===== config.mk =====
export PLATFORM = sky130hd
export DESIGN_NAME = data_req_arbiter
export DESIGN_NICKNAME = d
export VERILOG_FILES = /design/src/rtl/data_arb_pkg.sv /design/src/rtl/data_arb_grant.sv /design/src/rtl/data_req_arbiter.sv
export SDC_FILE = /design/constraint.sdc
export NUM_CORES = 1
export LEC_CHECK = 0
export ABC_AREA = 1
export BUFFER_PORTS_ARGS = -buffer_cell sky130_fd_sc_hd__buf_2
export CAP_MARGIN = 0
export CORE_AREA = 2 2 128 130
export CTS_CLUSTER_SIZE = 24
export DETAILED_ROUTE_END_ITERATION = 6
export DIE_AREA = 0 0 130 132
export GPL_TIMING_DRIVEN = 0
export PLACE_DENSITY = 0.49
export SLEW_MARGIN = 5
export SYNTH_ARGS = -nofsm -noshare
export SYNTH_HDL_FRONTEND = slang
export SYNTH_SLANG_ARGS = --single-unit

===== constraint.sdc =====
create_clock -name clk -period 1.5 [get_ports clk]
set_input_delay 0.3 -clock clk [delete_from_list [all_inputs] [get_ports clk]]
set_output_delay 0.3 -clock clk [all_outputs]
set_load 0.03 [all_outputs]

===== src/rtl/data_arb_pkg.sv =====
// Shared types and constants for the data-port arbiter.
// Optional feature macro: DATA_ARB_RR_EN (round-robin grant).
package data_arb_pkg;

   localparam int unsigned ADDR_W      = 32;
   localparam int unsigned DATA_W      = 32;
   localparam int unsigned STRB_W      = 4;
   localparam int unsigned SIZE_W      = 3;
   localparam int unsigned BEAT_W      = 3;
   localparam int unsigned BURST_BEATS = 4;

   localparam logic [SIZE_W-1:0] BURST_SIZE = 3'b100;

   typedef enum logic {
      IDLE = 1'b0,
      WAIT = 1'b1
   } state_e;

   typedef struct packed {
      logic              wr;
      logic [SIZE_W-1:0] size;
      logic [ADDR_W-1:0] addr;
      logic [STRB_W-1:0] wstrb;
      logic [DATA_W-1:0] wdata;
   } req_t;

   // Only reads of the burst size return multiple beats; every write gets one response.
   function automatic logic [BEAT_W-1:0] beats_for(input req_t r);
      return (!r.wr && (r.size == BURST_SIZE)) ? BEAT_W'(BURST_BEATS) : BEAT_W'(1);
   endfunction

endpackage


===== src/rtl/data_arb_grant.sv =====
// Combinational winner select between two requesters.
// DATA_ARB_RR_EN selects round-robin on ties; otherwise m0 has fixed priority.
module data_arb_grant (
`ifdef DATA_ARB_RR_EN
   input  logic rr_ptr,
`endif
   input  logic m0_req,
   input  logic m1_req,
   output logic gnt_valid,
   output logic gnt_idx
);

   always_comb begin
      gnt_valid = m0_req | m1_req;
`ifdef DATA_ARB_RR_EN
      if (m0_req && m1_req) gnt_idx = rr_ptr;
      else                  gnt_idx = m1_req & ~m0_req;
`else
      gnt_idx = m1_req & ~m0_req;
`endif
   end

endmodule


===== src/rtl/data_req_arbiter.sv =====
// Two-master arbiter for the single-outstanding data sram-like port of the AXI bridge.
// Optional feature macro: DATA_ARB_RR_EN (round-robin grant instead of m0-first).
module data_req_arbiter
   import data_arb_pkg::*;
(
   input  logic              clk,
   input  logic              reset,

   input  logic              m0_req,
   input  logic              m0_wr,
   input  logic [SIZE_W-1:0] m0_size,
   input  logic [ADDR_W-1:0] m0_addr,
   input  logic [STRB_W-1:0] m0_wstrb,
   input  logic [DATA_W-1:0] m0_wdata,
   output logic              m0_addr_ok,
   output logic              m0_data_ok,
   output logic [DATA_W-1:0] m0_rdata,

   input  logic              m1_req,
   input  logic              m1_wr,
   input  logic [SIZE_W-1:0] m1_size,
   input  logic [ADDR_W-1:0] m1_addr,
   input  logic [STRB_W-1:0] m1_wstrb,
   input  logic [DATA_W-1:0] m1_wdata,
   output logic              m1_addr_ok,
   output logic              m1_data_ok,
   output logic [DATA_W-1:0] m1_rdata,

   output logic              down_req,
   output logic              down_wr,
   output logic [SIZE_W-1:0] down_size,
   output logic [ADDR_W-1:0] down_addr,
   output logic [STRB_W-1:0] down_wstrb,
   output logic [DATA_W-1:0] down_wdata,
   input  logic              down_addr_ok,
   input  logic              down_data_ok,
   input  logic [DATA_W-1:0] down_rdata,

   output logic              busy,
   output logic              owner
);

   state_e            state_q, state_d;
   logic [BEAT_W-1:0] beat_cnt_q, beat_cnt_d;
   logic              owner_q, owner_d;
`ifdef DATA_ARB_RR_EN
   logic              rr_q, rr_d;
`endif

   logic gnt_valid;
   logic gnt_idx;
   logic handshake;
   logic beat_fire;
   req_t m0_pl, m1_pl, sel_pl, down_pl;

   data_arb_grant u_grant (
`ifdef DATA_ARB_RR_EN
      .rr_ptr    (rr_q),
`endif
      .m0_req    (m0_req),
      .m1_req    (m1_req),
      .gnt_valid (gnt_valid),
      .gnt_idx   (gnt_idx)
   );

   always_comb begin
      m0_pl  = '{wr: m0_wr, size: m0_size, addr: m0_addr, wstrb: m0_wstrb, wdata: m0_wdata};
      m1_pl  = '{wr: m1_wr, size: m1_size, addr: m1_addr, wstrb: m1_wstrb, wdata: m1_wdata};
      sel_pl = gnt_idx ? m1_pl : m0_pl;
   end

   // Every output is held at zero while reset is asserted, including the pass-through paths.
   assign down_req  = !reset && (state_q == IDLE) && gnt_valid;
   assign handshake = down_req && down_addr_ok;
   assign beat_fire = !reset && (state_q == WAIT) && down_data_ok;
   assign down_pl   = down_req ? sel_pl : '0;

   assign down_wr    = down_pl.wr;
   assign down_size  = down_pl.size;
   assign down_addr  = down_pl.addr;
   assign down_wstrb = down_pl.wstrb;
   assign down_wdata = down_pl.wdata;

   assign m0_addr_ok = handshake && !gnt_idx;
   assign m1_addr_ok = handshake &&  gnt_idx;
   assign m0_data_ok = beat_fire && !owner_q;
   assign m1_data_ok = beat_fire &&  owner_q;
   assign m0_rdata   = reset ? '0 : down_rdata;
   assign m1_rdata   = reset ? '0 : down_rdata;

   assign busy  = (state_q == WAIT);
   assign owner = owner_q;

   always_comb begin
      state_d    = state_q;
      beat_cnt_d = beat_cnt_q;
      owner_d    = owner_q;
`ifdef DATA_ARB_RR_EN
      rr_d       = rr_q;
`endif
      case (state_q)
         IDLE: begin
            if (handshake) begin
               owner_d    = gnt_idx;
               beat_cnt_d = beats_for(sel_pl);
               state_d    = WAIT;
`ifdef DATA_ARB_RR_EN
               rr_d       = !gnt_idx;
`endif
            end
         end
         WAIT: begin
            // A data_ok outside WAIT never reaches here, so stray beats are dropped.
            if (down_data_ok) begin
               beat_cnt_d = beat_cnt_q - BEAT_W'(1);
               if (beat_cnt_q == BEAT_W'(1)) state_d = IDLE;
            end
         end
         default: state_d = IDLE;
      endcase
   end

   always_ff @(posedge clk or posedge reset) begin
      if (reset) begin
         state_q    <= IDLE;
         beat_cnt_q <= '0;
         owner_q    <= 1'b0;
`ifdef DATA_ARB_RR_EN
         rr_q       <= 1'b0;
`endif
      end else begin
         state_q    <= state_d;
         beat_cnt_q <= beat_cnt_d;
         owner_q    <= owner_d;
`ifdef DATA_ARB_RR_EN
         rr_q       <= rr_d;
`endif
      end
   end

endmodule


== Word-level counts from Yosys, hierarchy flattened ==
Cells that the tools add are included.
Word-level totals
  register bits after elaboration: 5
  input bits: 182
  output and inout bits: 143
Operators by class
  reduce and logical (&&, ||, !) cells: 16
  eq/ne operators: 4
  bitwise gates (word level): 4
  multiplexer cells: 11
  add/sub/neg operators: 1
Operators by type and width (count)
  two-way mux 72 bit: 2
  two-way mux 32 bit: 1
  logical AND 1 bit: 10
  two-way mux 3 bit: 3
  case mux 3 bit (2 select lines): 1
  logical NOT 1 bit: 4
  inequality test 2 bit, second input constant: 2
  AND reduction 2 bit: 2
  equality test 3 x 1 -> 1 bit, second input constant: 1
  equality test 3 bit, second input constant: 1
  two-way mux 1 bit: 3
  subtractor 3 x 1 -> 3 bit, second input constant: 1
  NOT 1 bit: 2
  case mux 1 bit (2 select lines): 1
  AND 1 bit: 1
  bitwise OR 1 bit: 1

== Longest topological paths before layout ==
  depth after elaboration: 8
  mapped depth: 10
  depth with buffers taken out: 10

== Hierarchy ==
A second synthesis with hierarchy kept.
Unflattened totals
  cell total of the unflattened synthesis: 395
  area, all modules: 2010.7 µm²
By module, submodules not included
  data_req_arbiter: cells each 391, instances 1, area each 1995.7 µm², sequential area each 125.1 µm²
  data_arb_grant: cells each 4, instances 1, area each 15.0 µm², sequential area each 0.0 µm²

== Least setup slack after synthesis ==
No wires, ideal clock.
  path kind: register -> output
  start: register state_q (netlist: busy)
  end: output port down_addr[25]
  cell stages (with the launch flop): 5
  setup slack: -568 ps
  arrival time: 1768 ps
  cell sequence: dfrtp_1 > nor3_4 > inv_2 > buf_2 > a21oi_1
On the way
  word-level cells in the longest chain between the ends: 4
RTL lines
  from (decl): RTL line data_req_arbiter.sv:43  | state_e state_q, state_d;
  from (signal assigned): RTL line data_req_arbiter.sv:132  | state_q <= state_d;
  NOT 1 bit (no line)
  logical AND 1 bit (2 in a row): RTL line data_req_arbiter.sv:73  | assign down_req = !reset && (state_q == IDLE) && gnt_valid;
  via down_req: RTL line data_req_arbiter.sv:29  | output logic down_req,
  two-way mux 72 bit: RTL line data_req_arbiter.sv:76  | assign down_pl = down_req ? sel_pl : '0;
  to (decl): RTL line data_req_arbiter.sv:32  | output logic [ADDR_W-1:0] down_addr,
The timed path passes the listed nets, and every way through them passes these cells.

== Worst setup path in the final report ==
  start: register state_q (netlist: busy)
  end: output port down_addr[5]
On the way
  word-level cells in the longest chain between the ends: 4
RTL lines (RTL line)
  NOT 1 bit (no line)
  logical AND 1 bit (2 in a row): data_req_arbiter.sv:73
  two-way mux 72 bit: data_req_arbiter.sv:76
Every way passes these cells.

==> impl_metrics.toml <==
[run_status]
status = "complete, but fails checks"
violations = "setup timing"

[cts]
cts_tree = "done"
cts.path.max_buffers = 2
path_clk_slew_ns = 0.03
cts_htree_levels = 1
clock-sinks = 5
cts_buffers = 3
clock_latency_ns = 0.23
root_buffer = "clkbuf_16"

[sta]
layout_setup_ws_ns = -0.332
slew_viol_final = 0
setup_viol = 75
layout_min_cycle_time_ns = 1.83
post-route-period-util_pct = 122
fmax_mhz = 546
hold_slack_ns = 0.346
slew_headroom_pct = 81.5
skew_ns = 0.00160
rsz0062_at_grt = "yes"
tightest_slew_ns = 0.278
finalHoldViolCount = 0

[power_and_ir_drop]
seqPwrFrac_pct = 7.2
p_int_mw = 1.74
p_leak_nw = 2.74
power.switching_mw = 2.01
p_comb_share_pct = 81.2
switching_share_pct = 53.6
ir_drop_uv = 390
cellPowerDensity_mw_per_mm2 = 755
p_clk_share_pct = 11.6

[critical_path]
cp_common_cell = "buf_6"
path_cells = "nor3_4 -> buf_6 -> clkinvlp_4 -> buf_6 -> a21oi_2 -> buf_6"
path_delay_family = "buffers and inverters"
rr_startpoint = "busy"
endpoint_kind = "output pin"
criticalPathCategory = "reg2out"
r2r_end = "beat_cnt_q[0]"
startpoint_type = "flop"
cp_slowest_cell = "dfrtp_2"
crit_buf_inv = 4
r2r_cells = 7
cp.required_ns = 1.20
cp_max_fo = 10
ff2ff_setup_slack_ns = 0.23
critPathMaxStageDelay_ns = 0.41
crit_cells = 6
worstPathArrival_ns = 1.53

[final_layout]
final_cell_mix = "buf_2 (249), nand2_1 (158), buf_4 (75)"
fillers = 1788
finalNetCount = 910
syn_to_final_growth_pct = 162
layout_commonest_cell = "buf_2"
postLayoutCoreUtil_pct = 31.6
final_layout_size_suffix_gt1_share_pct = 69.7

[placement]
gp_congestion = 0.760
dp_hpwl_um = 11000
numPortBuffers = 323

[routing]
first_pass_iters = 4
ant_nets = 0
wl_per_cell_um = 13.8
drcViolationCount = 0
vias_per_cell = 3.75
drt_first_iter_violations = 78
drt_wl_total_um = 13000
route.vias.total = 3532

[die]
num_rows = 46
io_pins = 325
start_util_pct = 12.1
die_area_mm2 = 0.0172
dieWidth_um = 130
coreArea_mm2 = 0.0157
die_h_um = 132

[grt]
grt_use_total_pct = 14.1
grt_first_pass_wirelength_um = 19100
grt_pass1_vias = 3614
grt_max_degree = 11
grt_overflow = 0
antenna_found_initial = 1

[logic_synthesis]
ys_seq_area_share_pct = 6.60
synthesis.nets = 574
syn_area_mm2 = 0.00190
syn_avg_cell_area_um2 = 4.86
synth.distinct_cells = 20
postSynthCellCount = 390
ys_ff_latch = 5
yosys_warnings = 0

[run]
maxCapViolCount = 0

[worst_hold_path]
hp-class = "in2async"
-- worst max path at each step --
stage           start       endpoint  slack (ns)
4_1_cts          busy        down_wr       -0.36
3_3_place_gp   m0_req  down_addr[27]       -0.58
2_1_floorplan    busy   down_addr[0]       -0.37
5_1_grt          busy  down_addr[15]       -0.44
6_report         busy   down_addr[5]       -0.33
3_5_place_dp   m0_req  down_addr[27]       -0.60
-- flip-flops by register name, summed over array words and instances (netlist names) --
register	flops
beat_cnt_q	3
busy	1
owner	1
-- metal layers --
layer | part of all wire [%] | track usage (%) | vias to the layer above
met5 | 0 | 0 | -
li1 | - | - | 1833
met3 | 9.4 | 3.08 | 4
met4 | 0.71 | 1.97 | 0
met1 | 38 | 15.6 | 1501
met2 | 52 | 27.6 | 194
-- synthesized netlist by cell type --
| master | count | area [um^2] |
|---|---|---|
| nand2_1 | 160 | 601 |
| a21oi_1 | 61 | 305 |
| inv_1 | 43 | 161 |
| nor2_1 | 37 | 139 |
| buf_4 | 33 | 248 |
| buf_2 | 17 | 85.1 |
| a21oi_2 | 10 | 87.6 |
| dfrtp_1 | 5 | 125 |
| nand3_1 | 5 | 25.0 |
| clkbuf_1 | 4 | 15.0 |
| buf_1 | 3 | 11.3 |
| ha_1 | 2 | 25.0 |
| inv_2 | 2 | 7.51 |
| nor3_1 | 2 | 10.0 |
| nand2_2 | 1 | 6.26 |
| nand3b_1 | 1 | 7.51 |
| nor3_4 | 1 | 16.3 |
| o21ai_0 | 1 | 5.00 |
| o22ai_1 | 1 | 6.26 |
| xnor2_1 | 1 | 8.76 |
-- stage by stage --
stage	instance area [um^2]	setup slack [ns]	cells	total power, mW	setup TNS (ns)
2_1_floorplan	2440	-0.374	390	2.03	-26.64
3_3_place_gp	4330	-0.584	929	2.88	-35.79
3_5_place_dp	4330	-0.603	929	2.87	-37.01
4_1_cts	4930	-0.364	941	3.77	-24.13
5_1_grt	4960	-0.436	941	3.99	-28.20
6_report	4960	-0.332	942	3.75	-21.29
-- power groups by stage --
stage	Sequential, mW	Combinational, mW	Clock, mW
6_report	0.269	3.04	0.435
5_1_grt	0.276	3.26	0.452
4_1_cts	0.268	3.06	0.443
3_5_place_dp	0.288	2.58	0
3_3_place_gp	0.288	2.59	0
2_1_floorplan	0.316	1.71	0
-- final cells by class --
| cell class | count | area [um^2] | area share (%) |
|---|---|---|---|
| multi-input combinational | 283 | 1810 | 36.5 |
| inverter | 45 | 174 | 3.50 |
| timing repair inverter | 1 | 7.51 | 0.151 |
| sequential | 5 | 126 | 2.55 |
| tap | 216 | 270 | 5.44 |
| clock buffer | 4 | 78.8 | 1.59 |
| buffer | 57 | 454 | 9.15 |
| antenna | 1 | 2.50 | 0.0504 |
| timing repair buffer | 330 | 2040 | 41.1 |
-- worst reg2reg max path: stages (launching register included) --
cell,delay (ns)
dfrtp_2,0.41
nor3_4,0.14
buf_4,0.17
nand2_2,0.11
nand2_1,0.15
inv_1,0.07
nand2_1,0.06
nand2_1,0.05
-- cells by family (layout without fill, tap and decap cells) --
family | count (synthesis) | after routing | share of synthesized area, %
xor+xnor | 1 | 1 | 0.462
fa+ha+maj | 2 | 2 | 1.32
simple gates | 207 | 207 | 42.4
other cells | 0 | 1 | 0
flops | 5 | 5 | 6.60
compound gates | 73 | 73 | 21.3
buf+inv | 102 | 437 | 27.9
-- repair_timing --
item	4_1_cts	5_1_grt
setup buffers	7	0
resized for setup	153	12
hold buffers	0	0
pin swaps	3	1
setup endpoints to repair	105	108
cloned	1	0
(Power assumes the default switching activity.)
